===== src/rtl/bitseq_capture_mc.sv =====
// bitseq_capture_mc: multi-channel bit-sequence recorder.
// Samples NCH inputs at a programmable bit rate after an optional trigger.
// It stores up to 2^AW bits per channel in an internal bit RAM.
// The host reads the RAM back through a registered port.
// Build option BITSEQ_CAP_SYNC2_EN: selects a 2-flop input synchronizer instead of a
// single register stage. All trigger and sample timing is measured from s_in, so the
// only difference between the two builds is the input-to-s_in latency.
module bitseq_capture_mc #(
  parameter int unsigned NCH = 4,
  parameter int unsigned AW  = 4,
  localparam int unsigned CHW = (NCH <= 1) ? 1 : $clog2(NCH)
) (
  input  logic              clk,
  input  logic              rst_n,
  input  logic [NCH-1:0]    io_in,
  input  logic              arm,
  input  logic              abort,
  input  logic [AW:0]       len,
  input  logic [31:0]       rate_div,
  input  logic [31:0]       phase_off,
  input  logic [1:0]        trig_mode,
  input  logic [CHW-1:0]    trig_ch,
  input  logic [CHW-1:0]    rd_ch,
  input  logic [AW-1:0]     rd_addr,
  output logic              rd_bit,
  output logic              armed,
  output logic              capturing,
  output logic              done,
  output logic [AW:0]       bit_count
);

  localparam int unsigned DEPTH   = 1 << AW;
  // Channel vectors are zero-extended to a power of two so any CHW-bit index is in range.
  localparam int unsigned NCH_P   = 1 << CHW;
  localparam logic [AW:0] LEN_MAX = (AW + 1)'(DEPTH);
  localparam logic [AW:0] ONE     = (AW + 1)'(1);

  typedef enum logic [2:0] {
    StIdle,
    StArmed,
    StDelay,
    StCapture,
    StDone
  } state_e;

  state_e state_q, state_d;

  // Input path
  logic [NCH-1:0] s_in_q;
  logic [NCH-1:0] s_prev_q;

`ifdef BITSEQ_CAP_SYNC2_EN
  logic [NCH-1:0] sync_meta_q;

  // Two-flop synchronizer for inputs asynchronous to clk.
  always_ff @(posedge clk or negedge rst_n) begin
    if (!rst_n) begin
      sync_meta_q <= '0;
      s_in_q      <= '0;
    end else begin
      sync_meta_q <= io_in;
      s_in_q      <= sync_meta_q;
    end
  end
`else
  // Single register stage; inputs are assumed synchronous to clk.
  always_ff @(posedge clk or negedge rst_n) begin
    if (!rst_n) begin
      s_in_q <= '0;
    end else begin
      s_in_q <= io_in;
    end
  end
`endif

  // One-cycle history of s_in for edge triggers.
  always_ff @(posedge clk or negedge rst_n) begin
    if (!rst_n) begin
      s_prev_q <= '0;
    end else begin
      s_prev_q <= s_in_q;
    end
  end

  // Configuration latched at arm
  logic [AW:0]     len_q;
  logic [31:0]     rate_q;
  logic [31:0]     phase_off_q;
  logic [1:0]      trig_mode_q;
  logic [CHW-1:0]  trig_ch_q;
  logic            cfg_load;
  logic [AW:0]     len_clamped;

  assign len_clamped = (len > LEN_MAX) ? LEN_MAX : len;

  // Configuration registers, loaded only on an accepted arm.
  always_ff @(posedge clk or negedge rst_n) begin
    if (!rst_n) begin
      len_q       <= '0;
      rate_q      <= '0;
      phase_off_q <= '0;
      trig_mode_q <= 2'b00;
      trig_ch_q   <= '0;
    end else if (cfg_load) begin
      len_q       <= len_clamped;
      rate_q      <= rate_div;
      phase_off_q <= phase_off;
      trig_mode_q <= trig_mode;
      trig_ch_q   <= trig_ch;
    end
  end

  // Trigger detection on the watched channel
  logic [NCH_P-1:0] s_in_ext;
  logic [NCH_P-1:0] s_prev_ext;
  logic             trig_cur;
  logic             trig_prev;
  logic             trig_fire;

  assign s_in_ext   = NCH_P'(s_in_q);
  assign s_prev_ext = NCH_P'(s_prev_q);
  assign trig_cur   = s_in_ext[trig_ch_q];
  assign trig_prev  = s_prev_ext[trig_ch_q];

  // Decode the latched trigger mode into a single fire strobe.
  always_comb begin
    trig_fire = 1'b0;
    unique case (trig_mode_q)
      2'b00:   trig_fire = 1'b1;
      2'b01:   trig_fire = trig_cur & ~trig_prev;
      2'b10:   trig_fire = ~trig_cur & trig_prev;
      2'b11:   trig_fire = trig_cur;
      default: trig_fire = 1'b0;
    endcase
  end

  // Counters
  logic [31:0] phase_cnt_q, phase_cnt_d;
  logic [31:0] tick_q, tick_d;
  logic [AW:0] bit_count_q, bit_count_d;
  logic        sample;

  // Next-state logic: abort has priority over everything, including arm.
  always_comb begin
    state_d     = state_q;
    phase_cnt_d = phase_cnt_q;
    tick_d      = tick_q;
    bit_count_d = bit_count_q;
    cfg_load    = 1'b0;
    sample      = 1'b0;
    if (abort) begin
      state_d = StIdle;
    end else begin
      unique case (state_q)
        StIdle, StDone: begin
          if (arm) begin
            cfg_load    = 1'b1;
            bit_count_d = '0;
            state_d     = (len == '0) ? StDone : StArmed;
          end
        end
        StArmed: begin
          if (trig_fire) begin
            // With no phase offset the first sample lands on the cycle after the trigger,
            // so DELAY is skipped entirely.
            if (phase_off_q == '0) begin
              state_d = StCapture;
              tick_d  = '0;
            end else begin
              state_d     = StDelay;
              phase_cnt_d = phase_off_q;
            end
          end
        end
        StDelay: begin
          // DELAY lasts exactly phase_off cycles; leave on the last one.
          if (phase_cnt_q <= 32'd1) begin
            state_d     = StCapture;
            phase_cnt_d = '0;
            tick_d      = '0;
          end else begin
            phase_cnt_d = phase_cnt_q - 32'd1;
          end
        end
        StCapture: begin
          if (tick_q == '0) begin
            sample      = 1'b1;
            bit_count_d = bit_count_q + ONE;
            tick_d      = rate_q;
            if (bit_count_d == len_q) begin
              state_d = StDone;
            end
          end else begin
            tick_d = tick_q - 32'd1;
          end
        end
        default: state_d = StIdle;
      endcase
    end
  end

  // FSM state and counter registers.
  always_ff @(posedge clk or negedge rst_n) begin
    if (!rst_n) begin
      state_q     <= StIdle;
      phase_cnt_q <= '0;
      tick_q      <= '0;
      bit_count_q <= '0;
    end else begin
      state_q     <= state_d;
      phase_cnt_q <= phase_cnt_d;
      tick_q      <= tick_d;
      bit_count_q <= bit_count_d;
    end
  end

  // Bit RAM: one word per bit index holding all channels; contents are not reset.
  logic [NCH-1:0] mem [DEPTH];

  // All channels are written together at the current bit index.
  always_ff @(posedge clk) begin
    if (sample) begin
      mem[bit_count_q[AW-1:0]] <= s_in_q;
    end
  end

  logic [NCH_P-1:0] rd_word;
  logic             rd_bit_q;

  assign rd_word = NCH_P'(mem[rd_addr]);

  // Registered readback, legal in any state.
  always_ff @(posedge clk or negedge rst_n) begin
    if (!rst_n) begin
      rd_bit_q <= 1'b0;
    end else begin
      rd_bit_q <= rd_word[rd_ch];
    end
  end

  assign rd_bit    = rd_bit_q;
  assign armed     = (state_q == StArmed);
  assign capturing = (state_q == StDelay) || (state_q == StCapture);
  assign done      = (state_q == StDone);
  assign bit_count = bit_count_q;

endmodule


===== config.mk =====
export PLATFORM = sky130hd
export DESIGN_NAME = bitseq_capture_mc
export DESIGN_NICKNAME = d
export VERILOG_FILES = /design/src/rtl/bitseq_capture_mc.sv
export SDC_FILE = /design/constraint.sdc
export NUM_CORES = 1
export LEC_CHECK = 0
export CELL_PAD_IN_SITES_DETAIL_PLACEMENT = 0
export CELL_PAD_IN_SITES_GLOBAL_PLACEMENT = 2
export CORE_MARGIN = 8
export CORE_UTILIZATION = 33
export DETAILED_ROUTE_END_ITERATION = 16
export PLACE_DENSITY_LB_ADDON = 0.08
export SLEW_MARGIN = 20
export SYNTH_ARGS = -nofsm -noshare
export SYNTH_HDL_FRONTEND = slang
export SYNTH_SLANG_ARGS = --single-unit

===== constraint.sdc =====
create_clock -name clk -period 3.7 [get_ports clk]
set_input_delay 0.555 -clock clk [delete_from_list [all_inputs] [get_ports clk]]
set_output_delay 0.555 -clock clk [all_outputs]
set_load 0.01 [all_outputs]

After elaboration in Yosys (flattened, before gate mapping)
Memories as Yosys holds them, arrays and structs flattened.
Cells that the tools add are included.
{"block": "op_classes", "mux": 37, "addsub": 3, "n_eq_ne": 19, "n_reduce_logical": 14, "magnitude_cmp": 4, "n_bitwise": 5}
{"operator": "$mux 32", "n": 7}
{"operator": "$pmux 32 s3", "n": 1}
{"operator": "$logic_not 32->1", "n": 2}
{"operator": "$pmux 32 s2", "n": 1}
{"operator": "$sub 32x1->32 const B", "n": 2}
{"operator": "$le 32x1->1 const B", "n": 1}
{"operator": "$mux 3", "n": 7}
{"operator": "$mux 5", "n": 3}
{"operator": "$mux 1", "n": 12}
{"operator": "$ne 3x3->1 const B", "n": 4}
{"operator": "$pmux 3 s4", "n": 1}
{"operator": "$pmux 5 s2", "n": 1}
{"operator": "$reduce_and 5->1", "n": 2}
{"operator": "$ne 2x2->1 const B", "n": 4}
{"operator": "$reduce_and 4->1", "n": 2}
{"operator": "$bmux 1 s2", "n": 3}
{"operator": "$eq 3x2->1 const B", "n": 2}
{"operator": "$lt 2x3->1 const B", "n": 2}
{"operator": "$add 5x1->5 const B", "n": 1}
{"operator": "$eq 5x5->1", "n": 1}
{"operator": "$gt 5x5->1 const B", "n": 1}
{"operator": "$logic_not 5->1", "n": 1}
{"operator": "$eq 2x2->1 const B", "n": 2}
{"operator": "$ne 2x1->1 const B", "n": 2}
{"operator": "13 further kinds", "n": 17}
{"block": "word_totals", "elab_cells": 95, "inputBits": 87, "register_bits": 154, "mem_count": 1, "output_inout_bits": 9, "ramBits": 64}
{"memory": "mem", "words": 16, "width": 4, "read_ports": 1, "rd_ports_with_merged_regs": 0, "write_ports": 1, "line_no": "218", "text": "logic [NCH-1:0] mem [DEPTH];"}

Longest topological paths before layout
{"block": "depth", "word_depth": 8, "mapped_depth": 10, "mapped_depth_nobuf": 8}

Worst setup path before layout
No wires, ideal clock.
{"block": "synth_path", "path_type": "register to register", "from": "register tick_q[19]", "to": "memory mem[3][0], enable pin", "period_less_slack_ps": 3165, "stages_incl_launch_ff": 9, "path_buffers": 2, "path_slack_ps": 535, "required_ps": 3339, "t_arrival_ps": 2804, "cell_sequence": "dfrtp_1 -> or4_1 -> clkbuf_1 -> or3_1 -> clkbuf_1 -> or3_1 -> nor2_1 -> nand2_1 -> nor3_1"}
{"block": "synth_via", "elab_chain_cells": 6}
{"item": "start, declared", "line_no": "139", "text": "logic [31:0] tick_q, tick_d;"}
{"item": "start signal, assigned", "line_no": "212", "text": "tick_q <= tick_d;"}
{"item": "$logic_not 32->1", "line_no": "186", "text": "if (tick_q == '0) begin"}
{"item": "$mux 1", "line_no": "186"}
{"item": "$mux 1", "line_no": "154", "text": "unique case (state_q)"}
{"item": "$mux 1", "line_no": "151", "text": "if (abort) begin"}
{"item": "$mux 1", "line_no": "222", "text": "if (sample) begin"}
{"item": "$mux 1 (not written as such)", "line_no": "223", "text": "mem[bit_count_q[AW-1:0]] <= s_in_q;"}
{"item": "end, declared", "line_no": "218"}
No other way between the ends.

Worst setup path after layout
{"block": "layout_path", "from": "register phase_cnt_q[19]", "to": "register tick_q[28]"}
{"block": "layout_via", "elab_chain_cells": 3}
{"item": "start, declared", "line_no": "138", "text": "logic [31:0] phase_cnt_q, phase_cnt_d;"}
{"item": "start signal, assigned", "line_no": "211", "text": "phase_cnt_q <= phase_cnt_d;"}
{"item": "$le 32x1->1", "line_no": "177", "text": "if (phase_cnt_q <= 32'd1) begin"}
{"item": "$ne 2x2->1 (no line)"}
{"item": "$reduce_and 5->1 (no line)"}
No other way between the ends.
A chain may end at the register's enable or synchronous reset.

==> impl_metrics.ini <==
[clock_tree]
h-tree-depth = 1
hold_buffers = 0
cts.sinks = 218
ctsResizeCount = 0
cts_tree = yes
cts_buffers = 27
clk_pin_slew_ps = 60
insertion_delay_ps = 540
clockBufferDepth = 3
cts_setup_buffers = 0
cts-root-buf = clkbuf_16

[timing]
max_clock_freq_ghz = 0.313
rsz0062_at_grt = false
worstMarginPinSlew_ps = 710
slew_violations = 0
finalSetupViolCount = 0
hold_viol = 0
fin_skew_ps = 14.5
min_period_over_period = 0.865
tns_ps = 0
period_minus_slack_ps = 3200
slew_headroom = 0.527

[floorplan]
io_pins = 96
die_w_um = 196
design.die.area_um2 = 38400
core-area_um2 = 32200
rows = 66
dieHeight_um = 196
start_util = 0.332

[min_path]
hp-class = in -> async

[critical_path]
cp.required_ps = 4110
path_cells = or4_4 -> nor4_4 -> a31oi_1 -> or3_1 -> or4_4 -> a221o_1
cp_slowest_cell = or4_4
crit_path_start_kind = register
worst_setup_path_end_kind = register
cp.arrival_ps = 3610
critPathMaxStageDelay_ps = 700
regToRegSetupSlack_ps = 500
critPathKind = reg -> reg
crit_fanout = 22
crit_path_frequent_cell = or4_4

[yosys]
seq_area_frac_synth = 0.540
synth_area_um2 = 10700
synth_edf_count = 64
synth_seq_cells = 218
synth_area_per_cell_um2 = 11.5
synthFlopType = dfrtp_1
ys_async_sr_fraction = 0.706
synth.distinct_cells = 66
yosys_warnings = 0
syn_nets = 1024
syn_inst = 929

[pwr]
powerDensity_nw_per_um2 = 783
p_leak_nw = 5.13
ir_drop_uv = 347
power_mw = 10.4

[detailed_routing]
drtIter0Drc = 422
wl_per_cell_um = 20.4
vias_per_cell = 5.33
routed_wl_um = 30000
via_count = 7812
route.detailed.drc = 0
antenna_left = 0
drt_first_pass_iters = 4

[global_route]
grt_pass1_vias = 8102
antenna_found_initial = 0
overflow = 0
grt_max_degree = 78
grtUsageTotal = 0.158
grt_pass1_wl_um = 48500

[placed_design]
port_buffers = 95
dpl.hpwl_um = 20600
gp_congestion = 0.752

[finish]
nNetsFinal = 1134
final_cell_mix = dfrtp_1, clkdlybuf4s50_1, o21ai_0
area_delta_synth_final_pct = 24.2
insertedDiodeCount = 0
mostFrequentLayoutCell = dfrtp_1
final_layout_size_suffix_gt1_frac = 0.186

[flow_run]
maxCapViolCount = 0

[outcome]
status = completed
==> cells in the mapped netlist, drive strengths merged, types with 7 or more instances <==
library cell | instances | area (um2)
a21oi | 37 | 185
a22o | 17 | 149
a22oi | 7 | 52.6
a31oi | 10 | 62.6
a32oi | 8 | 70.1
and2 | 11 | 68.8
buf | 7 | 36.3
clkbuf | 48 | 180
dfrtp | 154 | 3850
edfxtp | 64 | 1920
ha | 8 | 100
inv | 25 | 93.8
mux2 | 73 | 822
mux2i | 11 | 110
mux4 | 22 | 495
nand2 | 52 | 195
nand2b | 7 | 43.8
nand3 | 13 | 65.1
nand4 | 11 | 68.8
nor2 | 61 | 229
nor3 | 50 | 250
nor4 | 27 | 211
o21ai | 79 | 395
or3 | 11 | 68.8
==> critical path: cells and delay by family (launching register included) <==
family,cells,cell delay [ps]
flops,1,430
compound gates,2,550
simple gates,4,2100
==> final timing paths <==
kind	from	to	depth (start not counted)
min in group clk	io_in[1]	s_in_ext[1]	1
worst max register to register	phase_cnt_q[19]	tick_q[28]	6
worst min-delay path	rst_n	phase_off_q[13]	1
worst max-delay path	phase_cnt_q[19]	tick_q[28]	6
worst min register to register	phase_cnt_q[30]	phase_cnt_q[30]	1
max in group asynchronous	rst_n	phase_cnt_q[24]	2
==> state kept, by name, indices dropped and copies added (netlist names) <==
name,flops
rate_q,32
s_in_ext,4
s_prev_ext,4
rd_bit,1
phase_cnt_q,32
trig_mode_q,2
state_q,3
phase_off_q,32
len_q,5
bit_count,5
tick_q,32
mem,64
trig_ch_q,2
==> cell type report <==
cell class              instances  area (um2)
clock inverters                18         294
fillers                      3125       18900
flip-flops and latches        218        5780
clock buffers                  31         701
repair buffers                136        1280
multi-input cells             631        4630
inverters                      25        93.8
well taps                     408         510
==> report_power, final <==
part | internal [mW] | switching [mW]
Sequential | 3.18 | 0.702
Combinational | 1.61 | 1.94
Clock | 1.91 | 1.05
==> kinds of logic (layout without fill, tap and decap cells) <==
group	Yosys count	count (layout)	synth area share
and+or+nand+nor	287	287	0.145
xor gates and xnor gates	7	7	0.00573
muxes	106	106	0.133
buffers and inverters	80	210	0.0290
adders and majority gates	8	8	0.00935
AOI/OAI and AO/OA	223	223	0.138
DFF	218	218	0.540
==> routing by layer <==
layer / GRT usage / vias up / routed length [um] / part of all wire
met5: 0 / - / 0 / 0
met4: 0.0362 / 0 / 592 / 0.020
met3: 0.0259 / 36 / 1150 / 0.038
met2: 0.243 / 127 / 13500 / 0.45
met1: 0.229 / 3867 / 14800 / 0.49
li1: - / 3782 / - / -
==> metrics by stage <==
step                hold slack (ps)  cells  worst slack [ps]  cell area, um2   util
finish                         47.5   1467               501           13300  0.413
global route                   90.4   1467               342           13300  0.413
CTS                            58.8   1467               502           13300  0.413
detailed placement              470   1418               496           12300  0.382
global placement                471   1418               568           12300  0.382
floorplan                       259    929               535           10700      -
No activity file was read; power rests on OpenSTA's default activity.
